$ cat src/rtl/reboot_pkg.sv
// Shared types and constants for the multiboot reboot scheduler.
package reboot_pkg;

    typedef enum logic [2:0] {StIdle, StQual, StCalc, StIssue, StHold} state_e;

    typedef enum logic [1:0] {SrcHard, SrcWdt, SrcCore} src_e;

    localparam logic [7:0]  ARM_KEY             = 8'hA5;
    localparam int unsigned ARM_WINDOW          = 256;
    localparam logic [11:0] DEFAULT_BASE_PAGE   = 12'h0B0;
    localparam logic [11:0] DEFAULT_CORE_STRIDE = 12'h0C4;

endpackage

$ cat src/rtl/reboot_addr_calc.sv
// Core id range check and flash page computation (purely combinational).
module reboot_addr_calc import reboot_pkg::*; #(
    parameter int unsigned NUM_CORES   = 20,
    parameter logic [11:0] BASE_PAGE   = DEFAULT_BASE_PAGE,
    parameter logic [11:0] CORE_STRIDE = DEFAULT_CORE_STRIDE
) (
    input  logic [4:0]  core_id_i,
    output logic        valid_o,
    output logic [11:0] page_o
);

    localparam logic [5:0] MaxId = 6'(NUM_CORES);

    logic [11:0] idx;

    always_comb begin
        idx     = 12'(core_id_i) - 12'd1;
        valid_o = (core_id_i != 5'd0) && ({1'b0, core_id_i} <= MaxId);
        // Page arithmetic wraps modulo 2^12 by construction.
        page_o  = BASE_PAGE + CORE_STRIDE * idx;
    end

endmodule

$ cat src/rtl/reboot_scheduler.sv
// Arbitrates hard/watchdog/software reboot requests into a one-cycle ICAP multiboot strobe.
// Optional arm-key gating of software requests: define REBOOT_ARM_KEY_EN.
module reboot_scheduler import reboot_pkg::*; #(
    parameter int unsigned NUM_CORES       = 20,
    parameter logic [11:0] BASE_PAGE       = DEFAULT_BASE_PAGE,
    parameter logic [11:0] CORE_STRIDE     = DEFAULT_CORE_STRIDE,
    parameter int unsigned DEBOUNCE_CYCLES = 16,
    parameter int unsigned GUARD_CYCLES    = 32
) (
    input  logic        clk_icap,
    input  logic        reset_i,
    input  logic        hard_req,
    input  logic        wdt_req,
    input  logic        core_req,
    input  logic [4:0]  core_id,
    input  logic        arm_we,
    input  logic [7:0]  arm_key,
    output logic        mbt_reboot,
    output logic [23:0] spi_addr,
    output logic        busy,
    output logic        err_invalid
);

    state_e      state_q, state_d;
    src_e        src_q, src_d;
    logic [15:0] cnt_q, cnt_d;
    logic [11:0] core_page_q, core_page_d;
    logic [23:0] spi_addr_q, spi_addr_d;
    logic        err_q, err_d;
    logic        hard_pend_q, hard_pend_d;
    logic        hard_s1_q, hard_s2_q, hard_prev_q, wdt_prev_q, core_prev_q;

    logic        hard_edge, wdt_edge, core_edge;
    logic        id_valid, core_ok, arm_consume;
    logic [11:0] calc_page;

    assign hard_edge = hard_s2_q & ~hard_prev_q;
    assign wdt_edge  = wdt_req & ~wdt_prev_q;
    assign core_edge = core_req & ~core_prev_q;

    reboot_addr_calc #(
        .NUM_CORES   (NUM_CORES),
        .BASE_PAGE   (BASE_PAGE),
        .CORE_STRIDE (CORE_STRIDE)
    ) u_addr_calc (
        .core_id_i (core_id),
        .valid_o   (id_valid),
        .page_o    (calc_page)
    );

`ifdef REBOOT_ARM_KEY_EN
    logic       armed_q, armed_d;
    logic [7:0] win_q, win_d;

    always_comb begin
        armed_d = armed_q;
        win_d   = win_q;
        if (armed_q) begin
            if (win_q == 8'(ARM_WINDOW - 1)) armed_d = 1'b0;
            else                             win_d   = win_q + 8'd1;
        end
        if (arm_consume) armed_d = 1'b0;
        if (arm_we) begin
            armed_d = (arm_key == ARM_KEY);
            win_d   = 8'd0;
        end
    end

    always_ff @(posedge clk_icap or posedge reset_i) begin
        if (reset_i) begin
            armed_q <= 1'b0;
            win_q   <= 8'd0;
        end else begin
            armed_q <= armed_d;
            win_q   <= win_d;
        end
    end

    assign core_ok = id_valid & armed_q;
`else
    logic unused_arm;
    assign unused_arm = ^{arm_we, arm_key, arm_consume};
    assign core_ok    = id_valid;
`endif

    always_comb begin
        state_d     = state_q;
        src_d       = src_q;
        cnt_d       = cnt_q;
        core_page_d = core_page_q;
        spi_addr_d  = spi_addr_q;
        err_d       = err_q;
        hard_pend_d = hard_pend_q;
        arm_consume = 1'b0;

        if (hard_edge && (state_q inside {StCalc, StIssue, StHold})) hard_pend_d = 1'b1;

        unique case (state_q)
            StIdle: begin
                cnt_d = '0;
                if (hard_edge || hard_pend_q) begin
                    state_d     = StQual;
                    src_d       = SrcHard;
                    hard_pend_d = 1'b0;
                end else if (wdt_edge) begin
                    state_d = StCalc;
                    src_d   = SrcWdt;
                    err_d   = 1'b0;
                end else if (core_edge) begin
                    if (core_ok) begin
                        state_d     = StCalc;
                        src_d       = SrcCore;
                        core_page_d = calc_page;
                        err_d       = 1'b0;
                        arm_consume = 1'b1;
                    end else begin
                        err_d = 1'b1;
                    end
                end
            end
            StQual: begin
                if (!hard_s2_q) begin
                    state_d = StIdle;
                    cnt_d   = '0;
                end else if (cnt_q == 16'(DEBOUNCE_CYCLES - 1)) begin
                    state_d = StCalc;
                    cnt_d   = '0;
                    err_d   = 1'b0;
                end else begin
                    cnt_d = cnt_q + 16'd1;
                end
            end
            StCalc: begin
                spi_addr_d = {(src_q == SrcCore) ? core_page_q : BASE_PAGE, 12'h000};
                state_d    = StIssue;
            end
            StIssue: begin
                state_d = StHold;
                cnt_d   = '0;
            end
            StHold: begin
                if (cnt_q == 16'(GUARD_CYCLES - 1)) begin
                    cnt_d = '0;
                    if (hard_pend_q || hard_edge) begin
                        state_d     = StQual;
                        src_d       = SrcHard;
                        hard_pend_d = 1'b0;
                    end else begin
                        state_d = StIdle;
                    end
                end else begin
                    cnt_d = cnt_q + 16'd1;
                end
            end
            default: state_d = StIdle;
        endcase
    end

    always_ff @(posedge clk_icap or posedge reset_i) begin
        if (reset_i) begin
            state_q     <= StIdle;
            src_q       <= SrcHard;
            cnt_q       <= '0;
            core_page_q <= '0;
            spi_addr_q  <= {BASE_PAGE, 12'h000};
            err_q       <= 1'b0;
            hard_pend_q <= 1'b0;
            hard_s1_q   <= 1'b0;
            hard_s2_q   <= 1'b0;
            hard_prev_q <= 1'b0;
            wdt_prev_q  <= 1'b0;
            core_prev_q <= 1'b0;
        end else begin
            state_q     <= state_d;
            src_q       <= src_d;
            cnt_q       <= cnt_d;
            core_page_q <= core_page_d;
            spi_addr_q  <= spi_addr_d;
            err_q       <= err_d;
            hard_pend_q <= hard_pend_d;
            hard_s1_q   <= hard_req;
            hard_s2_q   <= hard_s1_q;
            hard_prev_q <= hard_s2_q;
            wdt_prev_q  <= wdt_req;
            core_prev_q <= core_req;
        end
    end

    assign mbt_reboot  = (state_q == StIssue);
    assign busy        = (state_q != StIdle);
    assign spi_addr    = spi_addr_q;
    assign err_invalid = err_q;

endmodule

$ cat config.mk
export PLATFORM = sky130hd
export DESIGN_NAME = reboot_scheduler
export DESIGN_NICKNAME = d
export VERILOG_FILES = /design/src/rtl/reboot_pkg.sv /design/src/rtl/reboot_addr_calc.sv /design/src/rtl/reboot_scheduler.sv
export SDC_FILE = /design/constraint.sdc
export NUM_CORES = 1
export LEC_CHECK = 0
export BUFFER_PORTS_ARGS = -buffer_cell sky130_fd_sc_hd__buf_2
export CORE_MARGIN = 3
export CORE_UTILIZATION = 52
export DETAILED_ROUTE_END_ITERATION = 8
export PLACE_DENSITY = 0.75
export SYNTH_ARGS = -nofsm -noshare
export SYNTH_HDL_FRONTEND = slang
export SYNTH_SLANG_ARGS = --single-unit
$ cat constraint.sdc
create_clock -name clk_icap -period 2 [get_ports clk_icap]
set_input_delay 0.2 -clock clk_icap [delete_from_list [all_inputs] [get_ports clk_icap]]
set_output_delay 0.2 -clock clk_icap [all_outputs]
set_load 0.03 [all_outputs]
Word level (Yosys, flattened, before mapping)

Cells that the tools add are included.

Bits in registers: 52
Bits in latches: 0
RAM bits: 0
ROM bits: 0
Input port bits: 19
Word-level logic and storage cells: 88
Memories kept: 0

Add/subtract/negate cells: 3
$mul: 1
Div/mod/pow operators: 0
$lt $le $gt $ge: 1
Equal/unequal tests: 16
Shift-type cells: 0
Multiplexer cells: 32
Bitwise operators: 8
Reduce and logical (&&, ||, !) cells: 15

Operators with widths:

| cell                                                   | count |
|---|---|
| 2-to-1 mux 16 bit                                      | 3 |
| one-hot mux 16 bit (3 select lines)                    | 1 |
| 2-to-1 mux 3 bit                                       | 7 |
| adder 16 x 1 -> 16 bit (second input constant)         | 1 |
| == test 16 x 4 -> 1 bit (second input constant)        | 1 |
| == test 16 x 5 -> 1 bit (second input constant)        | 1 |
| one-hot mux 3 bit (5 select lines)                     | 1 |
| AND reduction 5 bit                                    | 3 |
| adder 8 x 12 -> 12 bit (first input constant)          | 1 |
| multiplier 6 x 12 -> 10 bit (first input constant)     | 1 |
| 2-to-1 mux 12 bit                                      | 1 |
| 2-to-1 mux 2 bit                                       | 6 |
| 2-to-1 mux 1 bit                                       | 10 |
| nonzero test 3 bit                                     | 3 |
| inequality test 4 bit (second input constant)          | 2 |
| == test 3 x 2 -> 1 bit (second input constant)         | 2 |
| inequality test 2 bit (second input constant)          | 3 |
| inequality test 3 bit (second input constant)          | 2 |
| subtractor 5 x 1 -> 6 bit (second input constant)      | 1 |
| <= comparator 5 bit (second input constant)            | 1 |
| inverter 1 bit                                         | 5 |
| nonzero test 5 bit                                     | 1 |
| inequality test 2 x 1 -> 1 bit (second input constant) | 2 |
| one-hot mux 1 bit (2 select lines)                     | 2 |
| other kinds (11)                                       | 15 |

Longest topological paths before layout

Gate-level depths: netlist (run 1).

Word-level depth: 7
Depth in mapped cells: 15

Hierarchy

A second synthesis (run 1) with hierarchy kept.

Cell total of the unflattened synthesis: 300
Area, all modules: 3090.5 sq um

By module, submodules not included:

| module           | times used | cells each | area an instance (sq um) |
|---|---|---|---|
| reboot_scheduler | 1          | 227        | 2464.9 |
| reboot_addr_calc | 1          | 73         | 625.6 |

Least setup slack after synthesis (run 1)

No wires, ideal clock.

Kind: input to register
From: input core_id[0]
To: register core_page_q[11]
Library setup time: 0.125 ns
Arrival time: 3.290 ns
Data required time: 1.875 ns
Setup slack: -1.415 ns
Stages: 14
Path buffers: 0
Cells stage by stage: inv_1 ha_1 xnor2_1 inv_1 ha_1 fa_1 ha_1 ha_1 fa_1 nand2_1 nor2_1 o311ai_0 xnor2_1 mux2_4

Word-level cells in the longest chain between the ends: 3
Elaborated cells on any way between the ends: 7
Those cells by class: add/sub (2); mul (1); order compare (1); reduce/logical (3)

RTL lines:

| element                                                          | RTL line                                       | RTL |
|---|---|---|
| start, declared                                                  | reboot_scheduler.sv:15                         | `input logic [4:0] core_id,` |
| subtractor 5 x 1 -> 6 bit, or another cell as far along          | reboot_addr_calc.sv:17                         | `idx = 12'(core_id_i) - 12'd1;` |
| multiplier 6 x 12 -> 10 bit or logical AND 1 bit (tied branches) | reboot_addr_calc.sv:20, reboot_addr_calc.sv:18 |  |
| adder 8 x 12 -> 12 bit or AND reduction 5 bit (tied branches)    | n/a                                            |  |
| end signal, assigned                                             | reboot_scheduler.sv:177                        | `core_page_q <= core_page_d;` |
| end, declared                                                    | reboot_scheduler.sv:27                         | `logic [11:0] core_page_q, core_page_d;` |

Parallel ways exist; a longest one is shown, timed or not.
A chain may end at the register's enable or synchronous reset.

Worst setup path after layout (run 1)

Ends and elaborated chain as after synthesis.

==> results.cfg, run 1 <==
[run]
max_cap_violations = 0

[routing]
postRouteAntennaNets = 0
detailedRoute.firstIterationViolations = 216
total_drc_errors_in_the_routed_layout = 0
route.final.wire_length_mm = 7.43
drt_pre_antenna_iters = 6
vias_after_detailed_routing = 2633
drt-wirelength-per-cell_um = 15.6
via_per_inst = 5.53

[clock_network]
clock_tree.buffer_depth = 2
clkSinkCount = 48
total_clock_buffers_created_by_cts = 5
clkSlewWorstSetupHoldPaths_ns = 0.10
clock_insertion_delay_worst_skew_ns = 0.31
cts_tree = done
h-tree-depth = 2
cts_root_buffer = sky130_fd_sc_hd__clkbuf_8

[cells_and_area]
final_cell_count_no_fill = 476
num_antenna_cells = 0
num-nets-final = 442
final_design_area_no_fill_mm2 = 0.00392
layout-area-overhead-vs-synth_pct = 27.1
drive_above_1_share_pct = 33.2

[timing]
final_min_period_over_clock_period_pct = 157
fmax_mhz = 318
grt_setup_unrepaired = yes
setup_viol = 4
finalHoldViolations = 0
max_slew_headroom_pct = 51.6
timing.final.ws_setup_ns = -1.14
final_skew_ns = 0.00480
worst_pin_slew_ns = 0.717
slew_violations = 0
final.min_clock_period_ns = 3.14

[power_and_ir_drop]
worst_vdd_drop_mv = 0.873
cellPowerDensity_mw_per_mm2 = 1130
cellLeakagePower_uw = 0.00180

[worst_setup_path]
timing.critical_path.max_delay_family = adder cells
worst-path-max-fanout = 3
timing_worst_setup_path_type = input pin to flip-flop
crit_required_ns = 2.21
timing.critical_path.cells = buf_8, clkinvlp_4, ha_4, xnor2_4, ha_1, inv_2, fa_1, inv_1, ha_4, fa_1, nand2_2, nor2_2, o311ai_2, xnor2_1, mux2_4
critPathLaunchType = input pin
timing.critical_path.slowest_cell_delay_ns = 0.55
timing.critical_path.slowest_stage_cell = sky130_fd_sc_hd__fa_1
critical_path_buf_inv_count = 4
data_arrival_time_of_the_critical_path_ns = 3.35
end_kind = flip-flop

[yosys]
synth-edff-count = 0
synth_cell_types = 51
synth.avg_cell_area_um2 = 9.17
synth_area_mm2 = 0.00308
yosysWarnings = 0
synth_sequential_area_ratio_pct = 39.1
postSynth.topFlopCell = sky130_fd_sc_hd__dfrtp_1
asyncSetResetFlopFracSynth_pct = 100
synth-seq-cells = 48
syn_inst = 336

[die]
start_util_pct = 54.9
core_region_area_mm2 = 0.00561
top_level_ports = 46
chipHeight_um = 83.0
fp.dieArea_mm2 = 0.00688
rows = 27
die_width_um = 83.0

[grt]
first_global_vias = 2578
grt_max_degree = 25
antenna_found_initial = 0
grt.overflow.total = 0
first_pass_grt_wire_length_mm = 12.6
grt_usage_pct = 22.0

[place]
placed_cells = 456
portBuffers = 22
place_congestion = 0.819
post-dp-hpwl_mm = 4.99
placement.setup.worst_slack_ns = -1.49
placedInstanceArea_mm2 = 0.00353

[min_path]
worst_hold_path_type = input pin to flip-flop

[run_status]
violations_in_the_final_reports = negative setup slack
outcome = complete, but fails checks
-- final timing paths --
check | slack (ns) | endpoint | depth (start not counted) | startpoint
worst max-delay path | -1.14 | core_page_q[11]$_DFFE_PP0P_ | 15 | core_id[0]
worst min-delay path | 0.02 | wdt_prev_q$_DFF_PP0_ | 1 | wdt_req
worst max register to register | 0.02 | core_page_q[3]$_DFFE_PP0P_ | 4 | state_q[1]$_DFFE_PP0P_
worst min register to register | 0.36 | hard_s2_q$_DFF_PP0_ | 0 | hard_s1_q$_DFF_PP0_
max in group asynchronous | 0.90 | spi_addr[19]$_DFFE_PP1P_ | 4 | reset_i
min in group asynchronous | 0.45 | spi_addr[23]$_DFFE_PP0P_ | 3 | reset_i
-- what timing repair did --
action / in CTS / in global routing
gates resized for setup: 21 / 17
pin swaps: 10 / 9
hold buffers: 2 / 1
setup buffers: 6 / 3
setup endpoints to repair: 10 / 28
endpoints found under the hold margin: 23 / 1
gates cloned: 1 / 1
-- per-stage QoR --
stage | total power, µW | utilization [%] | hold WS, ns | setup TNS, ns
after floorplan | 2940 | - | 0.231 | -4.36
after global placement | 3430 | 62.9 | 0.260 | -4.88
after detailed placement | 3510 | 62.9 | 0.265 | -5.55
after CTS | 4280 | 68.1 | 0.00192 | -3.19
after global routing | 4720 | 69.8 | 0.0167 | -3.75
final | 4420 | 69.8 | 0.0163 | -3.43
-- layer usage --
metal  global-route usage, %  share of wire (%)  vias to the layer above
met5                       0                  0                        -
met4                    5.79                1.7                        0
met3                    3.27                4.0                       11
met2                    36.4                 49                       69
met1                    30.1                 45                     1284
li1                        -                  -                     1269
-- Yosys cell counts (2+ instances only) --
cell type,count,share of area (%)
sky130_fd_sc_hd__or2_2,3,0.61
sky130_fd_sc_hd__inv_1,27,3.3
sky130_fd_sc_hd__dfstp_2,3,2.6
sky130_fd_sc_hd__nand2_1,42,5.1
sky130_fd_sc_hd__mux2i_1,4,1.3
sky130_fd_sc_hd__xnor2_1,14,4.0
sky130_fd_sc_hd__nor4_1,2,0.41
sky130_fd_sc_hd__nor3_1,10,1.6
sky130_fd_sc_hd__fa_1,4,2.6
sky130_fd_sc_hd__nand2b_1,4,0.81
sky130_fd_sc_hd__mux2_4,9,4.4
sky130_fd_sc_hd__nand4_1,7,1.4
sky130_fd_sc_hd__and3_1,5,1.0
sky130_fd_sc_hd__dfrtp_1,45,37
sky130_fd_sc_hd__and4_1,2,0.57
sky130_fd_sc_hd__nor2_1,15,1.8
sky130_fd_sc_hd__buf_6,3,1.1
sky130_fd_sc_hd__o21ai_0,20,3.2
sky130_fd_sc_hd__ha_1,16,6.5
sky130_fd_sc_hd__o311ai_0,2,0.57
sky130_fd_sc_hd__a31oi_1,9,1.8
sky130_fd_sc_hd__clkbuf_1,12,1.5
sky130_fd_sc_hd__buf_4,14,3.4
sky130_fd_sc_hd__o22ai_1,6,1.2
sky130_fd_sc_hd__a21oi_1,13,2.1
sky130_fd_sc_hd__nand3_1,15,2.4
sky130_fd_sc_hd__xor2_1,3,0.85
sky130_fd_sc_hd__nor2b_1,4,0.81
-- final cells by class --
class / count / area [µm²]
clock buffers: 5 / 68.8
repair buffers: 75 / 537
clock inverters: 3 / 23.8
inverters: 27 / 105
well taps: 72 / 90.1
fillers: 418 / 1690
multi-input cells: 246 / 1890
flip-flops and latches: 48 / 1200
-- power by group --
part	internal [µW]	leakage [µW]	total, µW	switching [µW]
clock	248	0.0000404	614	365
combinational	1040	0.00114	2400	1360
sequential	1250	0.000623	1410	155
-- registers in the layout (all words and copies together) (netlist names) --
signal and cells:
err_invalid 1, core_page_q 10, cnt_q 16, state_q 3, hard_s1_q 1, hard_pend_q 1
hard_s2_q 1, spi_addr 10, hard_prev_q 1, wdt_prev_q 1, core_prev_q 1, src_q 2
-- cells in the final DEF, fill, tap and decap left out, drive strengths merged, types with 2 or more instances in the layout --
cell type	count
nor2	15
xor2	3
clkinvlp	3
clkbuf	5
and3	5
nand3	15
or3	2
nor4	2
mux2i	4
o22ai	6
nand2b	4
xnor2	14
a21oi	13
conb	14
nor2b	4
nand4	7
o21ai	21
dfrtp	45
inv	26
nor3	11
or3b	2
mux2	10
nand2	42
and4	2
buf	71
fa	4
a31oi	9
ha	16
o311ai	2
dfstp	3
or2	3
dlygate4sd3	3
-- kinds of logic (layout without fill, tap and decap cells) --
kind of cell | Yosys count | count (layout) | synth area share, %
AOI/OAI and AO/OA | 63 | 63 | 12.4
xor gates and xnor gates | 17 | 17 | 4.83
adders and majority gates | 20 | 20 | 9.10
buffers and inverters | 56 | 110 | 9.26
DFF | 48 | 48 | 39.1
muxes | 14 | 14 | 6.05
other | 1 | 14 | 0.122
and+or+nand+nor | 117 | 118 | 19.1
(Power assumes the default switching activity.)
==> inputs of run 2 (changes only) <==
--- a/config.mk
+++ b/config.mk
@@ -6,10 +6,11 @@
 export NUM_CORES = 1
 export LEC_CHECK = 0
 export BUFFER_PORTS_ARGS = -buffer_cell sky130_fd_sc_hd__buf_2
-export CORE_MARGIN = 3
+export CORE_MARGIN = 1
 export CORE_UTILIZATION = 52
 export DETAILED_ROUTE_END_ITERATION = 8
 export PLACE_DENSITY = 0.75
 export SYNTH_ARGS = -nofsm -noshare
 export SYNTH_HDL_FRONTEND = slang
+export SYNTH_HIERARCHICAL = 1
 export SYNTH_SLANG_ARGS = --single-unit
==> run 2 against run 1 <==
Against the previous run: the run still ends with negative setup slack left; power up 5.1%; sequential cell count up 4; clock power down 2%; hold slack better by 0.0076 ns; utilization up 4.1 points; critical path depth unchanged; maximum frequency up 6.0%; wire length down 5.9%; synthesized cell count down 11%; cell count down 3.4%; die area down 9.1%; critical path type unchanged; largest cell class unchanged.
==> results.cfg, run 2 <==
[yosys]
proportion_of_netlist_area_held_by_the_largest_area_contributor_pct = 39.7
synth.avg_cell_area_um2 = 10.3
synth_area_mm2 = 0.00309
synth-seq-cells = 52
synth_compound_gate_area_share_pct = 11.5
synth_top_family_by_area = simple AND/OR/NAND/NOR gates
synth_sequential_area_ratio_pct = 42.2
postSynth.topFlopCell = sky130_fd_sc_hd__dfrtp_1
synth-xor-area-share_pct = 6.80
synth_area_leaders = sky130_fd_sc_hd__dfrtp_1, sky130_fd_sc_hd__ha_1, sky130_fd_sc_hd__mux2_2
yosysWarnings = 6
asyncSetResetFlopFracSynth_pct = 100
post-synth-top-area-cell = sky130_fd_sc_hd__dfrtp_1
synth-edff-count = 0
synthAdderAreaFrac_pct = 8.66
yosysMostFrequentCell = sky130_fd_sc_hd__dfrtp_1
ys_top_cells_by_count = sky130_fd_sc_hd__dfrtp_1, sky130_fd_sc_hd__inv_1, sky130_fd_sc_hd__nand2_1, sky130_fd_sc_hd__nor2_1, sky130_fd_sc_hd__ha_1
mux_contribution_to_synthesized_area_pct = 5.43
syn_inst = 300
synth-simple-area-share_pct = 17.4
synth_cell_types = 62

[cells_and_area]
num_antenna_cells = 0
layout-area-overhead-vs-synth_pct = 34.2
most-common-layout-cells = sky130_fd_sc_hd__buf_4, sky130_fd_sc_hd__dfrtp_1, sky130_fd_sc_hd__buf_2
number_of_flip_flops_in_the_largest_register = 16
final_cell_count_no_fill = 460
register_name_with_the_most_flops = cnt_q
layout_commonest_cell = sky130_fd_sc_hd__buf_4
drive_above_1_share_pct = 42.5
final_util_pct = 73.9
num-nets-final = 425

[timing]
setup_viol = 17
grt_setup_unrepaired = yes
final_min_period_over_clock_period_pct = 148
slew_violations = 0
worst_hold_margin_ns = 0.0239
finalHoldViolations = 0
fmax_mhz = 337
fin_tns_setup_ns = -3.59
final_skew_ns = 0.00563
final.min_clock_period_ns = 2.96
timing.final.ws_setup_ns = -0.963

[worst_setup_path]
reg2regPathDepth = 7
timing.critical_path.slowest_stage_cell = sky130_fd_sc_hd__fa_1
critical_path.most_common_cell = sky130_fd_sc_hd__ha_4
crit_required_ns = 2.19
timing.critical_path.cells = buf_12, inv_12, ha_4, inv_2, or3_4, xnor2_4, ha_4, fa_1, ha_4, ha_4, a21oi_4, xnor2_2, xnor2_1, xnor2_1, mux2_4
critPathLaunchType = input pin
end_kind = flip-flop
timing.critical_path.slowest_cell_delay_ns = 0.55
data_arrival_time_of_the_critical_path_ns = 3.15
timing.critical_path.max_delay_family = adder cells
critical_path_cell_count = 15
timing_worst_setup_path_type = input pin to flip-flop
critical_path_buf_inv_count = 3
worst-path-max-fanout = 5

[die]
rows = 27
chipHeight_um = 79.1
start_util_pct = 55.1
die_width_um = 79.1
core_region_area_mm2 = 0.00561
fp.dieArea_mm2 = 0.00626
top_level_ports = 46

[power_and_ir_drop]
post-layout-total-power_uw = 4650
cellLeakagePower_uw = 0.00196
cellPowerDensity_mw_per_mm2 = 1120
worst_vdd_drop_mv = 0.769

[run_status]
violations_in_the_final_reports = negative setup slack
outcome = complete, but fails checks

[place]
post-dp-hpwl_mm = 5.26
placed_cells = 446
portBuffers = 24
place_congestion = 0.813

[clock_network]
h-tree-depth = 2
clock_tree.buffer_depth = 2
cts_tree = done
clock_insertion_delay_worst_skew_ns = 0.30
clkSinkCount = 52
clkSlewWorstSetupHoldPaths_ns = 0.09
cts_root_buffer = sky130_fd_sc_hd__clkbuf_8
total_clock_buffers_created_by_cts = 5

[grt]
first_pass_grt_wire_length_mm = 11.3
grt_max_degree = 39
first_global_vias = 2467
grt.overflow.total = 0
grt_usage_pct = 23.4
antenna_found_initial = 0

[run]
max_cap_violations = 0

[routing]
vias_after_detailed_routing = 2444
drt_pre_antenna_iters = 4
postRouteAntennaNets = 0
total_drc_errors_in_the_routed_layout = 0
via_per_inst = 5.31
drt-wirelength-per-cell_um = 15.2
route.final.wire_length_mm = 7.00
detailedRoute.firstIterationViolations = 157

[min_path]
worst_hold_path_type = input pin to flip-flop
timing.hold.worst_path_depth = 1
run 2: kinds of logic (layout without fill, tap and decap cells):
kind of cell    after synthesis  in the layout
compound gates               49             49
mux                          15             15
other cells                   2             14
xor+xnor                     21             21
fa+ha+maj                    19             19
simple gates                 96             96
flops                        52             52
buf+inv                      46            122
run 2: worst paths after layout:
path	startpoint	end	slack [ns]
setup / recovery	core_id[1]	core_page_q[11]$_DFFE_PP0P_	-0.96
hold / removal	wdt_req	wdt_prev_q$_DFF_PP0_	0.02
setup reg to reg	cnt_q[14]$_DFFE_PP0P_	cnt_q[14]$_DFFE_PP0P_	-0.07
hold reg to reg	hard_s1_q$_DFF_PP0_	hard_s2_q$_DFF_PP0_	0.36
max in group asynchronous	reset_i	spi_addr[19]$_DFFE_PP1N_	1.02
min in group asynchronous	reset_i	cnt_q[12]$_DFFE_PP0P_	0.40
run 2: timing repair:
action	4_1_cts	5_1_grt
setup endpoints to repair	20	24
gates cloned	0	0
setup buffers	2	2
hold buffers	2	1
pin swaps	28	10
gates resized for setup	30	13
endpoints found under the hold margin	15	1
run 2: report_power, final:
group	internal, µW	switching [µW]	total [µW]
logic	1190	1310	2500
registers	1370	176	1540
clock network	248	351	600
total	2810	1840	4650
run 2: cell type report:
type	instances	area, µm²
multi-input combinational	214	1850
fill	380	1460
sequential	52	1310
timing repair buffer	91	699
inverter	23	111
tap	72	90.1
clock buffer	5	68.8
clock inverter	3	23.8
run 2: through the flow:
step                      setup slack [ns]  instance area (µm²)
final                               -0.963                 4150
after global routing                 -1.05                 4150
after CTS                           -0.969                 4080
after detailed placement             -1.43                 3840
after global placement               -1.31                 3840
after floorplan                      -1.10                 3310
run 2: routing by layer:
metal,up-vias,GRT usage (%),part of all wire [%]
li1,1189,-,-
met1,1200,29.3,45
met2,47,40.9,51
met3,8,3.91,2.3
met4,0,7.27,1.3
met5,-,0,0
